**src/rtl/pmodda4_pkg.sv**
```systemverilog
// Shared types and constants for the PmodDA4 sample feeder.
package pmodda4_pkg;

  localparam int unsigned SAMPLE_W = 12;
  localparam logic [SAMPLE_W-1:0] DAC_MIDSCALE = 12'h800;

  // Feeder playback state encoding
  typedef enum logic [1:0] {
    stWAIT    = 2'd0,
    stRUN     = 2'd1,
    stSTARVED = 2'd2
  } feeder_state_t;

  // Single-cycle rising-edge detect from current and previous sample
  function automatic logic rise_detect(input logic cur, input logic prev);
    return cur & ~prev;
  endfunction

endpackage

```
**src/rtl/pmodda4_sample_fifo.sv**
```systemverilog
// Synchronous show-ahead FIFO holding DAC samples; head is the oldest entry.
module pmodda4_sample_fifo
  import pmodda4_pkg::*;
#(
  parameter int unsigned DEPTH = 16,
  parameter int unsigned AW    = 4,
  parameter int unsigned W     = SAMPLE_W
) (
  input  logic          clk,
  input  logic          rst,
  input  logic          push,
  input  logic [W-1:0]  push_data,
  input  logic          pop,
  output logic [W-1:0]  head,
  output logic [AW:0]   level,
  output logic          full,
  output logic          empty
);

  logic [W-1:0]  mem [DEPTH];
  logic [AW-1:0] wr_ptr;
  logic [AW-1:0] rd_ptr;
  logic [AW:0]   count;
  logic          do_push;
  logic          do_pop;

  assign full    = (count == (AW+1)'(DEPTH));
  assign empty   = (count == '0);
  assign do_push = push & ~full;
  assign do_pop  = pop & ~empty;
  assign head    = mem[rd_ptr];
  assign level   = count;

  // Pointer and occupancy bookkeeping; pointers wrap modulo DEPTH
  always_ff @(posedge clk) begin
    if (!rst) begin
      wr_ptr <= '0;
      rd_ptr <= '0;
      count  <= '0;
    end else begin
      if (do_push) wr_ptr <= wr_ptr + AW'(1);
      if (do_pop)  rd_ptr <= rd_ptr + AW'(1);
      case ({do_push, do_pop})
        2'b10:   count <= count + (AW+1)'(1);
        2'b01:   count <= count - (AW+1)'(1);
        default: count <= count;
      endcase
    end
  end

  // Storage array write port
  always_ff @(posedge clk) begin
    if (do_push) mem[wr_ptr] <= push_data;
  end

endmodule

```
**src/rtl/pmodda4_sample_feeder.sv**
```systemverilog
// Paced sample source for the PmodDA4 controller: buffers producer samples and
// updates the held DAC value once every rate_div+1 SYNC frames.
// Optional build macro PMODDA4_FEEDER_UNDERRUN_CNT_EN adds a saturating underrun_cnt output.
module pmodda4_sample_feeder
  import pmodda4_pkg::*;
#(
  parameter int unsigned          DEPTH       = 16,
  parameter int unsigned          AW          = 4,
  parameter int unsigned          START_LEVEL = 4,
  parameter logic [SAMPLE_W-1:0]  RESET_VALUE = DAC_MIDSCALE
) (
  input  logic                clk,
  input  logic                rst,
  input  logic                s_valid,
  input  logic [SAMPLE_W-1:0] s_data,
  output logic                s_ready,
  input  logic [15:0]         rate_div,
  input  logic                sync,
  input  logic                underrun_clr,
  output logic [SAMPLE_W-1:0] value,
  output logic                frame_tick,
  output logic [AW:0]         level,
  output logic                underrun
`ifdef PMODDA4_FEEDER_UNDERRUN_CNT_EN
  ,
  output logic [15:0]         underrun_cnt
`endif
);

  feeder_state_t       state_q;
  feeder_state_t       state_d;
  logic [15:0]         fcnt_q;
  logic [15:0]         fcnt_d;
  logic                sync_q;
  logic                boundary;
  logic                pace;
  logic                start_ok;
  logic                pop;
  logic                starve;
  logic                push;
  logic                fifo_full;
  logic                fifo_empty;
  logic [SAMPLE_W-1:0] head;

  assign boundary = rise_detect(sync, sync_q);
  assign pace     = (fcnt_q >= rate_div);
  assign start_ok = (level >= (AW+1)'(START_LEVEL));
  assign push     = s_valid & s_ready;
  assign s_ready  = ~fifo_full;

  pmodda4_sample_fifo #(
    .DEPTH (DEPTH),
    .AW    (AW),
    .W     (SAMPLE_W)
  ) u_fifo (
    .clk       (clk),
    .rst       (rst),
    .push      (push),
    .push_data (s_data),
    .pop       (pop),
    .head      (head),
    .level     (level),
    .full      (fifo_full),
    .empty     (fifo_empty)
  );

  // State, frame counter and SYNC history registers
  always_ff @(posedge clk) begin
    if (!rst) begin
      state_q <= stWAIT;
      fcnt_q  <= '0;
      sync_q  <= 1'b0;
    end else begin
      state_q <= state_d;
      fcnt_q  <= fcnt_d;
      sync_q  <= sync;
    end
  end

  // Playback sequencing: pacing, pop decision and starvation detect
  always_comb begin
    state_d = state_q;
    fcnt_d  = fcnt_q;
    pop     = 1'b0;
    starve  = 1'b0;
    case (state_q)
      stWAIT, stSTARVED: begin
        fcnt_d = '0;
        if (start_ok) state_d = stRUN;
      end
      stRUN: begin
        if (boundary) begin
          if (pace) begin
            fcnt_d = '0;
            if (!fifo_empty) begin
              pop = 1'b1;
            end else begin
              starve  = 1'b1;
              state_d = stSTARVED;
            end
          end else begin
            fcnt_d = fcnt_q + 16'd1;
          end
        end
      end
      default: begin
        state_d = stWAIT;
        fcnt_d  = '0;
      end
    endcase
  end

  // Held DAC value, frame pulse and sticky underrun flag
  always_ff @(posedge clk) begin
    if (!rst) begin
      value      <= RESET_VALUE;
      frame_tick <= 1'b0;
      underrun   <= 1'b0;
    end else begin
      frame_tick <= boundary;
      if (pop) value <= head;
      if (starve)            underrun <= 1'b1;
      else if (underrun_clr) underrun <= 1'b0;
    end
  end

`ifdef PMODDA4_FEEDER_UNDERRUN_CNT_EN
  // Saturating count of starvation events; an increment beats a clear
  always_ff @(posedge clk) begin
    if (!rst) begin
      underrun_cnt <= '0;
    end else if (starve) begin
      if (underrun_cnt != 16'hFFFF) underrun_cnt <= underrun_cnt + 16'd1;
    end else if (underrun_clr) begin
      underrun_cnt <= '0;
    end
  end
`endif

endmodule

```
**config.mk**
```make
export PLATFORM = sky130hd
export DESIGN_NAME = pmodda4_sample_feeder
export DESIGN_NICKNAME = d
export VERILOG_FILES = /design/src/rtl/pmodda4_pkg.sv /design/src/rtl/pmodda4_sample_fifo.sv /design/src/rtl/pmodda4_sample_feeder.sv
export SDC_FILE = /design/constraint.sdc
export NUM_CORES = 1
export LEC_CHECK = 0
export CORE_MARGIN = 2
export CORE_UTILIZATION = 56
export CTS_CLUSTER_SIZE = 10
export DETAILED_ROUTE_END_ITERATION = 10
export PLACE_DENSITY_LB_ADDON = 0.15
export SYNTH_ARGS = -nofsm -noshare
export SYNTH_HDL_FRONTEND = slang
export SYNTH_HIERARCHICAL = 1
export SYNTH_SLANG_ARGS = --single-unit
```
**constraint.sdc**
```tcl
create_clock -name clk -period 5.23 [get_ports clk]
set_clock_uncertainty 0.2 [all_clocks]
set_input_delay 1.046 -clock clk [delete_from_list [all_inputs] [get_ports clk]]
set_output_delay 1.046 -clock clk [all_outputs]
set_load 0.005 [all_outputs]
```
# Word-level counts from Yosys, hierarchy flattened
# Memory sizes are Yosys's and may differ from the RTL's. A register that Yosys moved wholly into a read port is not among the register bits.
# Cells that the tools add are included.
[totals]
regBits = 34
ramBits = 192
input_bits = 33
output_inout_bits = 20
elab_cells = 59
n_memories = 1
[memory_table]
columns = ["name", "depth", "width", "rd", "rd_clocked_by_memory_dff", "wr", "line", "rtl"]
rows = [
  ["u_fifo.mem", 16, 12, 1, 1, 1, "pmodda4_sample_fifo.sv:20", "logic [W-1:0] mem [DEPTH];"],
]
[classes]
add_sub_neg = 5
order_cmp = 2
eq_ne = 9
muxes = 19
bitwise_logic = 7
reduce_logical = 8
[ops]
columns = ["operator", "n"]
rows = [
  ["16-bit by 1-bit adder with 16-bit output, second input constant", 1],
  ["16-bit greater-or-equal comparator", 1],
  ["16-bit 2-to-1 mux", 1],
  ["1-bit 2-to-1 mux", 12],
  ["5-bit case mux with 2 select lines", 1],
  ["4-bit by 1-bit adder with 4-bit output, second input constant", 2],
  ["2-bit 2-to-1 mux", 4],
  ["2-bit inequality test, second input constant", 4],
  ["5-bit by 1-bit adder with 5-bit output, second input constant", 1],
  ["5-bit equality test, second input constant", 1],
  ["5-bit by 3-bit greater-or-equal comparator with 1-bit output, second input constant", 1],
  ["5-bit zero test", 1],
  ["5-bit by 1-bit subtractor with 5-bit output, second input constant", 1],
  ["1-bit bitwise AND", 4],
  ["2-bit by 1-bit equality test with 1-bit output, second input constant", 2],
  ["2-bit equality test, second input constant", 2],
  ["2-bit case mux with 2 select lines", 1],
  ["4-bit AND reduction", 1],
  ["2-bit nonzero test", 2],
  ["1-bit NOT", 3],
  ["2-bit zero test", 1],
  ["2-bit AND reduction", 1],
  ["2-bit OR reduction", 1],
  ["1-bit zero test", 1],
]

# Longest topological paths before layout
[logic_depth]
depth_word = 8
ltp_mapped = 18
mapped_depth_nobuf = 16

# By module
# Netlist, hierarchy kept.
[by_module_without_submodules]
columns = ["mod", "n_inst", "cells_per_inst", "area_per_inst_um2", "seq_area_each_um2"]
rows = [
  ["pmodda4_sample_fifo", 1, 422, 8197.9, 6105.9],
  ["pmodda4_sample_feeder", 1, 199, 1803.0, 660.6],
]

# Worst setup path after synthesis
# No wires, ideal clock.
[synth_path]
path_type = "input-to-reg"
startpoint = "input port rate_div[13]"
endpoint = "register u_fifo.count[4] (netlist: u_fifo/level[4])"
setup_ps = 72
arrival_time_ps = 4214
required_time_ps = 4958
setup_slack_ps = 745
path_stages = 18
cell_sequence = "inv_1 ha_1 and4_1 nand2_2 a2111oi_4 o31ai_4 nor4b_4 buf_6 o21ai_4 inv_1 ha_1 clkbuf_1 xor2_1 ha_1 inv_1 a21o_1 a221oi_1 mux2i_1"
[synth_between]
elab_chain_len = 7
elab_cells_between_ends = 9
classes_between = "order compare (1); eq/ne (2); mux (4); bitwise (1); reduce/logical (1)"
[synth_lines]
columns = ["element", "line", "rtl"]
rows = [
  ["from (decl)", "pmodda4_sample_feeder.sv:17", "input logic [15:0] rate_div,"],
  ["16-bit greater-or-equal comparator (*)", "pmodda4_sample_feeder.sv:46", "assign pace = (fcnt_q >= rate_div);"],
  ["1-bit 2-to-1 mux (*)", "pmodda4_sample_feeder.sv:93", "if (pace) begin"],
  ["1-bit 2-to-1 mux (*)", "pmodda4_sample_feeder.sv:92", "if (boundary) begin"],
  ["1-bit 2-to-1 mux (*)", "pmodda4_sample_feeder.sv:86", "case (state_q)"],
  ["named net pop", "pmodda4_sample_feeder.sv:38", "logic pop;"],
  ["1-bit bitwise AND (*)", "pmodda4_sample_fifo.sv:30", "assign do_pop = pop & ~empty;"],
  ["named net u_fifo.do_pop", "pmodda4_sample_fifo.sv:25", "logic do_pop;"],
  ["2-bit by 1-bit equality test with 1-bit output or 2-bit equality test (tied branches)", "pmodda4_sample_fifo.sv:43", "case ({do_push, do_pop})"],
  ["5-bit case mux with 2 select lines or 2-bit nonzero test (tied branches)", "--", ""],
  ["to (signal assigned)", "pmodda4_sample_fifo.sv:44", "2'b10: count <= count + (AW+1)'(1);"],
  ["to (signal assigned)", "pmodda4_sample_fifo.sv:45", "2'b01: count <= count - (AW+1)'(1);"],
  ["to (signal assigned)", "pmodda4_sample_fifo.sv:46", "default: count <= count;"],
  ["to (decl)", "pmodda4_sample_fifo.sv:23", "logic [AW:0] count;"],
]
# Mark *: on every way through the listed nets, which the timed path passes. The rest lies on a longest branch.
# A chain may end at the register's enable or synchronous reset.

# Worst setup path in the final report
[layout_path]
startpoint = "input port rate_div[14]"
endpoint = "register u_fifo.count[4] (netlist: u_fifo/level[4])"
[layout_between]
elab_chain_len = 7
elab_cells_between_ends = 9
classes_between = "order compare (1); eq/ne (2); mux (4); bitwise (1); reduce/logical (1)"
[layout_lines]
columns = ["element", "line"]
rows = [
  ["16-bit greater-or-equal comparator (*)", "pmodda4_sample_feeder.sv:46"],
  ["1-bit 2-to-1 mux (*)", "pmodda4_sample_feeder.sv:93"],
  ["1-bit 2-to-1 mux (*)", "pmodda4_sample_feeder.sv:92"],
  ["1-bit 2-to-1 mux (*)", "pmodda4_sample_feeder.sv:86"],
  ["1-bit bitwise AND (*)", "pmodda4_sample_fifo.sv:30"],
  ["named net u_fifo.do_pop", "pmodda4_sample_fifo.sv:25"],
  ["2-bit by 1-bit equality test with 1-bit output or 2-bit equality test (tied branches)", "pmodda4_sample_fifo.sv:43"],
  ["5-bit case mux with 2 select lines or 2-bit nonzero test (tied branches)", "--"],
]
# Marks and branches as above.

==> reports/results.txt <==
final count of pins violating max slew -> 0
Filler cells -> 1183
clock transition time at the flip-flop clock pins of the worst setup and hold paths -> 0.05 ns
origin of the critical flop-to-flop path -> fcnt_q[0]$_SDFFE_PN0P_
number of flops mapped to enable cells by yosys -> 192
drt wl/cell -> 22.3 um
clock share of power -> 0.433
share of total power consumed by net switching -> 0.199
Antenna Nets Post-Route -> 0
Achievable Freq -> 227 MHz
overflow left after global routing -> 0
synthesized cell area -> 10000 um^2
Final Net Count -> 746
Required @ worst endpoint -> 5.49 ns
switching power -> 0.791 mW
Setup Viol. Count Final -> 0
aggregate global-route resource usage -> 0.229
Non-Filler Cell Area, Final -> 11600 um^2
reg2reg setup slack -> 1.35 ns
via count -> 5639
Antenna Cells -> 0
count of buffers from port buffering -> 52
setup repair after global routing missed its margin -> no
synthesized instance count -> 621
endpoint type of the worst setup path -> flop
ys flop type -> edfxtp_1
cell count after placement -> 883
CTS tree -> yes
placeable core region -> 17400 um^2
routability cong. -> 0.814
CTS root buf -> clkbuf_16
commonest non-fill, non-tap cells in the layout -> edfxtp_1 (192), nand2_1 (52), clkdlybuf4s50_1 (52)
io pins -> 53
outcome -> finished clean
syn_nets -> 679
final critical-path share of the clock period -> 0.844
area added between synthesis and finish -> 16.3%
worst-margin pin slew -> 1.03 ns
max capacitance violation total -> 0
final wirelength -> 20.8 mm
hold-fix buffers at CTS -> 0
hold slack final -> 0.230 ns
H-tree depth -> 1
cts repair resizes -> 0
most common library cell in the layout ignoring fill and taps -> edfxtp_1
headroom to the max-slew limit -> 0.312
share of layout cells above drive strength 1 -> 0.165
post-DP HPWL -> 12.2 mm
total placed instance area -> 10800 um^2
pin count of the biggest net entering global routing -> 49
path category of the worst min-delay check -> reg -> reg
number of distinct library cells after synthesis -> 53
number of endpoints with negative hold slack in the final report -> 0
combinational fraction of design power -> 0.035
first-pass GRT wire length -> 31.8 mm
clock buffers created by TritonCTS -> 28
endpoint arrival time on the critical path -> 4.67 ns
count of clock tree sinks -> 242
biggest fanout along the worst timing path -> 9
start point of the critical path -> rate_div[14]
yosys synthesis warning count -> 6
Die H -> 138 um
die boundary width -> 138 um
post-route minimum period -> 4.41 ns
number of core rows -> 48
Max Root-Sink Buffers -> 3
part of the Yosys area used for sequential elements -> 0.677
number of buffers inserted by post-CTS setup repair -> 0
Startpoint Class -> primary input
kind of critical path -> in -> reg
maximum resistive drop on vdd -> 0.000322 V
mean area per synthesized cell -> 16.1 um^2
detailed router's first-iteration violation count -> 470
Remaining DRCs -> 0
share of power burned in registers -> 0.532
power density over the cells -> 341 nW/um^2
Die Footprint -> 18900 um^2
Setup Total Neg Slack -> 0 ns
launch instance of the worst min-delay path -> sync_q$_SDFF_PN0_
antenna violations before repair -> 0
via count of the first global-routing pass -> 5750
Worst-Skew Late Latency -> 0.54 ns
leakage power -> 3.88 nW
Post-synth ARST share -> 0
number of detailed-routing iterations run before antenna repair -> 5
number of storage elements in the synthesis netlist -> 242
Total Power Consumption -> 3.97 mW
initial cell density of the core -> 0.576
internal power -> 3.18 mW
DR vias/cell -> 6.03
final instance count without filler cells -> 935
## cell usage after synthesis, types with 5 or more instances
library cell / instances / area [um^2]
edfxtp_1: 192 / 5770
nand2_1: 52 / 195
dfxtp_1: 50 / 1000
mux4_2: 48 / 1080
nor2_1: 48 / 180
ha_1: 25 / 313
inv_1: 25 / 93.8
a22oi_1: 24 / 180
mux2i_1: 18 / 180
xor2_1: 18 / 158
clkbuf_1: 17 / 63.8
nand3_1: 11 / 55.1
a21oi_1: 7 / 35.0
nor2b_1: 7 / 43.8
buf_2: 6 / 30.0
nand2b_1: 6 / 37.5
nand4_1: 6 / 37.5
buf_6: 5 / 56.3
nor3_1: 5 / 25.0
o21a_1: 5 / 37.5
## critical path, stage by stage
cell and delay [ns]:
clkdlybuf4s50_1 0.46, inv_1 0.04, ha_1 0.31, and4_1 0.22
nand2_2 0.08, a2111oi_4 0.37, o31ai_4 0.13, nor4b_4 0.31
o21ai_4 0.13, inv_1 0.08, ha_1 0.32, xor2_1 0.20
ha_1 0.20, inv_1 0.08, a21o_1 0.17, a221oi_1 0.32
mux2i_1 0.21
## sequential cells by signal, indices dropped and copies added (netlist names), 2 cells and up, named ones only
name / count
value: 12
u_fifo/wr_ptr: 4
u_fifo/level: 5
state_q: 2
u_fifo/rd_ptr: 4
fcnt_q: 16
u_fifo/mem: 192
## power by group through the flow
| stage | sequential (mW) | clock (mW) | combinational, mW |
|---|---|---|---|
| after global routing | 2.11 | 1.83 | 0.152 |
| after CTS | 2.11 | 1.75 | 0.139 |
| after floorplan | 2.15 | 0 | 0.0712 |
| after detailed placement | 2.15 | 0 | 0.137 |
| after global placement | 2.15 | 0 | 0.131 |
| final | 2.11 | 1.72 | 0.138 |
## cell type report
| cell class | count | area, um^2 | area share |
|---|---|---|---|
| clock buffers | 49 | 790 | 0.0679 |
| clock inverters | 3 | 37.5 | 0.00323 |
| inverters | 26 | 97.6 | 0.00839 |
| multi-input cells | 323 | 3020 | 0.259 |
| flip-flops and latches | 242 | 6770 | 0.582 |
| well taps | 225 | 282 | 0.0242 |
| repair buffers | 67 | 633 | 0.0545 |
## layer usage
layer,up-vias,share of wire,global-route usage
met3,56,0.052,0.0320
met2,193,0.49,0.387
met1,2870,0.42,0.306
met5,-,0,0
met4,0,0.037,0.0819
li1,2520,-,-
## per-stage QoR
| stage | util | worst slack [ns] |
|---|---|---|
| 4_1_cts | 0.670 | 0.835 |
| 3_3_place_gp | 0.622 | 0.460 |
| 3_5_place_dp | 0.622 | 0.303 |
| 5_1_grt | 0.670 | 0.617 |
| 2_1_floorplan | - | 0.745 |
| 6_report | 0.670 | 0.818 |
## cell families (layout without fill, tap and decap cells)
kind of cell | Yosys count | count (layout) | synth area share
adders and majority gates | 25 | 25 | 0.0313
AOI/OAI and AO/OA | 56 | 56 | 0.0460
and+or+nand+nor | 155 | 155 | 0.0757
DFF | 242 | 242 | 0.677
buffers and inverters | 56 | 145 | 0.0259
muxes | 66 | 66 | 0.126
xor gates and xnor gates | 21 | 21 | 0.0184
## path summary, 6_finish.rpt
check             cells after the start                           end
setup reg to reg                     15  u_fifo/level[4]$_SDFFE_PN0P_
hold reg to reg                       1         frame_tick$_SDFF_PN0_
hold / removal                        1         frame_tick$_SDFF_PN0_
setup / recovery                     17  u_fifo/level[4]$_SDFFE_PN0P_
Power figures use the tool's default switching activity.
